--- config.mk ---
export PLATFORM = sky130hd
export DESIGN_NAME = reg_file_param
export DESIGN_NICKNAME = d
export VERILOG_FILES = /design/src/rtl/reg_file_param.sv
export SDC_FILE = /design/constraint.sdc
export NUM_CORES = 1
export LEC_CHECK = 0
export CAP_MARGIN = 20
export CORE_UTILIZATION = 55
export DETAILED_ROUTE_END_ITERATION = 10
export DONT_BUFFER_PORTS = 1
export HOLD_SLACK_MARGIN = 0.12
export PLACE_DENSITY = 0.7
export REMOVE_ABC_BUFFERS = 1
export SLEW_MARGIN = 5
export SYNTH_ARGS = -nofsm -noshare
export SYNTH_HDL_FRONTEND = slang
export SYNTH_SLANG_ARGS = --single-unit
--- constraint.sdc ---
create_clock -name clk -period 8.66 [get_ports clk]
set_input_delay 2.598 -clock clk [delete_from_list [all_inputs] [get_ports clk]]
set_output_delay 2.598 -clock clk [all_outputs]
set_load 0.01 [all_outputs]
--- src/rtl/reg_file_param.sv ---
// Parametrised register file: two combinational read ports, one clocked write port,
// optional write-through bypass, optional hardwired-zero r0 and a sequenced bulk clear.

module reg_file_param_rdport #(
  parameter int DATA_W    = 8,
  parameter int ADDR_W    = 3,
  parameter bit BYPASS    = 1'b1,
  parameter bit ZERO_REG0 = 1'b0
) (
  input  logic [(1<<ADDR_W)-1:0][DATA_W-1:0] mem,
  input  logic [ADDR_W-1:0]                  addr,
  input  logic                               fwd_en,
  input  logic [ADDR_W-1:0]                  waddr,
  input  logic [DATA_W-1:0]                  wdata,
  output logic [DATA_W-1:0]                  data
);
  // The zero-register override sits last so it beats the bypass path.
  always_comb begin
    data = mem[addr];
    if (BYPASS && fwd_en && (addr == waddr)) data = wdata;
    if (ZERO_REG0 && (addr == '0))           data = '0;
  end
endmodule

module reg_file_param #(
  parameter int DATA_W    = 8,
  parameter int ADDR_W    = 3,
  parameter bit BYPASS    = 1'b1,
  parameter bit ZERO_REG0 = 1'b0
) (
  input  logic              clk,
  input  logic              reset,
  input  logic              write,
  input  logic [ADDR_W-1:0] writeAddr,
  input  logic [DATA_W-1:0] writeData,
  input  logic [ADDR_W-1:0] readAddrA,
  output logic [DATA_W-1:0] readDataA,
  input  logic [ADDR_W-1:0] readAddrB,
  output logic [DATA_W-1:0] readDataB,
  input  logic              clr,
  output logic              busy,
  output logic              wr_drop
);
  localparam int DEPTH  = 1 << ADDR_W;
  localparam int NUM_RD = 2;

  typedef enum logic {IDLE, CLEAR} state_t;

  logic [DEPTH-1:0][DATA_W-1:0]  mem;
  state_t                        state, state_n;
  logic [ADDR_W-1:0]             idx, idx_n;
  logic                          zero_hit;
  logic [NUM_RD-1:0][ADDR_W-1:0] raddr;
  logic [NUM_RD-1:0][DATA_W-1:0] rdata;

  assign busy     = (state == CLEAR);
  assign zero_hit = ZERO_REG0 && (writeAddr == '0);

  always_comb begin
    state_n = state;
    idx_n   = idx;
    case (state)
      IDLE: if (clr) begin
        state_n = CLEAR;
        idx_n   = '0;
      end
      CLEAR: begin
        idx_n = idx + ADDR_W'(1);
        if (idx == ADDR_W'(DEPTH - 1)) state_n = IDLE;
      end
      default: state_n = IDLE;
    endcase
  end

  // The sweep owns the array while busy; host writes are dropped and flagged.
  always_ff @(posedge clk or negedge reset) begin
    if (!reset) begin
      mem     <= '0;
      state   <= IDLE;
      idx     <= '0;
      wr_drop <= 1'b0;
    end else begin
      state   <= state_n;
      idx     <= idx_n;
      wr_drop <= write && busy && !zero_hit;
      if (busy)                       mem[idx]       <= '0;
      else if (write && !zero_hit)    mem[writeAddr] <= writeData;
    end
  end

  assign raddr     = {readAddrB, readAddrA};
  assign readDataA = rdata[0];
  assign readDataB = rdata[1];

  for (genvar p = 0; p < NUM_RD; p++) begin : g_rd
    reg_file_param_rdport #(
      .DATA_W(DATA_W), .ADDR_W(ADDR_W), .BYPASS(BYPASS), .ZERO_REG0(ZERO_REG0)
    ) u_rd (
      .mem   (mem),
      .addr  (raddr[p]),
      .fwd_en(write && !busy),
      .waddr (writeAddr),
      .wdata (writeData),
      .data  (rdata[p])
    );
  end
endmodule

==> reports/results.txt <==
Status: completed
Final Hold Viols: 0
Via count: 2514
Final WS setup: 2330 ps
WP data arrival: 3730 ps
Pins Over Slew Limit: 0
Die H: 87.1 um
Clk buf depth: 2
Largest net degree at the start of global routing: 70
Port Buffers: 0
# IOs: 39
CP max stage delay: 500 ps
Sequential area share after synthesis: 43.3%
Gate Count Post-Synth: 277
Main flop type after synthesis: dfrtp_1
Grt total ovfl: 0
Finished Core Util: 60.1%
Max Clk Rate: 158 MHz
CTS Hold Buffers Added: 0
Synthesized area per cell: 14.4 um^2
Synth area leader: dfrtp_1
Global-route wire length before repair: 14700 um
Num rows: 30
Pwr per Cell Area: 255 nW/um^2
Worst-Skew Late Latency: 360 ps
Layout cells sized above 1: 24.2%
Initial antenna violation count: 0
Setup violators final: 0
Die X: 87.1 um
Total global-route track usage: 27.0%
CTS tree: yes
Total setup buffers inserted after CTS: 0
CTS Sinks: 69
Endpoint class of the critical path: primary output
Min cycle time layout: 6330 ps
Final TNS setup: 0 ps
WHS: 522 ps
Worst-path cell chain: nor2b_1 -> nand4_1 -> mux2_2
DR DRC count: 0
Die area: 7590 um^2
Buf/Inv on CP: 0
DR iter-0 viols: 148
Vias per cell: 6.89
Slew headroom: 31.6%
EDFF count, synth: 0
Number of global-route vias before repair: 2529
Design Area, Final: 4150 um^2
Diode count: 0
Clock Root Buffer: clkbuf_8
Area grow syn2layout: 4.14%
CTS Buf Count: 9
Synth cell count leaders: 69 x dfrtp_1, 64 x a22o_1, 30 x mux2_2
Hold Crit Class: register to register
Core area: 6910 um^2
Cell area after synthesis: 3990 um^2
Nets: 287
Max Cap Violations: 0
H-tree Lvls: 3
Worst vdd ir: 0.156 mV
Top-count cell post-synth: dfrtp_1
Drt first pass iters: 4
Fillers: 559
Pin slew with the least headroom to its limit: 1030 ps
DRT antenna net count: 0
Wire per inst: 25.0 um
Max stage delay cell, worst path: mux2_2
Crit path kind: input pin to primary output
Clk_skew: 7.68 ps
Area of the multi-input gates: 2090 um^2
WP data required: 6060 ps
Largest cells by area after synthesis: dfrtp_1 43%, a22o_1 14%, mux4_1 12%
DP Wirelength: 6320 um
Synth warn: 0
Top cell type's share of synthesized area: 43.3%
Number of synthesized register bits: 69
Leakage power: 1.92 nW
Total wire length: 9140 um
Final period util: 73.1%
RSZ-0062 raised after global routing: no
Post-synthesis cell type count: 36
Post-CTS Resized: 0
Dpl ws: 2330 ps
Initial core utilization: 57.7%
Register area: 1730 um^2
Placed cell areas: 3950 um^2
Asr flop ratio synth: 100%
RD Place Congestion: 0.771
Kind of cell adding the most delay to the critical path: simple AND/OR/NAND/NOR gates
Clock slew at reported path FFs: 70 ps
Worst setup SP type: input pin
CP Max Fanout: 9
kinds of logic (layout without fill, tap and decap cells):
| kind of cell | count (synthesis) | after routing | synth area share [%] |
|---|---|---|---|
| AO/OA/AOI/OAI | 75 | 75 | 15.7 |
| flip-flops | 69 | 69 | 43.3 |
| multiplexers | 65 | 65 | 29.3 |
| AND/OR/NAND/NOR | 34 | 34 | 5.62 |
| buffers and inverters | 26 | 18 | 4.14 |
| XOR/XNOR | 6 | 6 | 1.32 |
| adder cells (fa/ha/maj) | 2 | 2 | 0.628 |
report_power, final:
group / switching, mW / internal (mW)
combinational: 0.130 / 0.173
sequential: 0.0855 / 0.405
clock: 0.133 / 0.134
state kept, by name, summed over array words and instances (netlist names):
register,flops
mem,64
idx,3
busy,1
wr_drop,1
final cells by class:
class | instances | area share [%]
multi-input cells | 182 | 50.4
flip-flops and latches | 69 | 41.6
clock buffers | 9 | 2.98
well taps | 96 | 2.89
clock inverters | 7 | 1.81
repair buffers | 1 | 0.181
inverters | 1 | 0.0904
worst paths after layout:
| path | to | from | slack [ps] | cells past startpoint |
|---|---|---|---|---|
| setup / recovery | readDataA[3] | write | 2330 | 3 |
| hold / removal | mem[0] | mem[0] | 520 | 1 |
| setup reg to reg | mem[33] | busy | 6510 | 3 |
| hold reg to reg | mem[0] | mem[0] | 520 | 1 |
| max in group asynchronous | idx[1] | reset | 6610 | 0 |
| min in group asynchronous | mem[63] | reset | 1930 | 0 |
stage by stage:
stage	total power, mW	cells
after global placement	0.786	348
after detailed placement	0.795	349
after CTS	1.06	365
after floorplan	0.715	252
final	1.06	365
after global routing	1.12	365
worst register-to-register path, cell delays in order (launching register included):
cell     delay (ps)
dfrtp_1         810
nor2_1          220
a32oi_1         800
a22o_1          250
cells in the final DEF (no fill, tap or decap), drive strengths merged:
cell	count
and3	1
clkinv	2
mux4	32
nand4	2
clkinvlp	3
mux2	32
nor2b	2
mux2i	1
nor4bb	2
and3b	2
clkbuf	9
nor3b	1
and4b	3
buf	1
and4	1
o31ai	1
a22o	64
or3b	1
nand2b	3
nor3	3
nand3b	1
and2	3
nand2	2
o21ai	1
dfrtp	69
a21oi	7
inv	2
a32oi	2
xnor2	6
nor2	6
nand3	1
bufinv	1
ha	2
layer usage:
layer  part of all wire, %  global-route usage [%]  vias to the layer above
li1                      -                       -                     1119
met2                    49                    41.0                       90
met4                   1.2                    8.49                        0
met3                   7.8                    7.30                        9
met5                     0                       0                        -
met1                    42                    38.4                     1296
No activity file was read; power rests on OpenSTA's default activity.
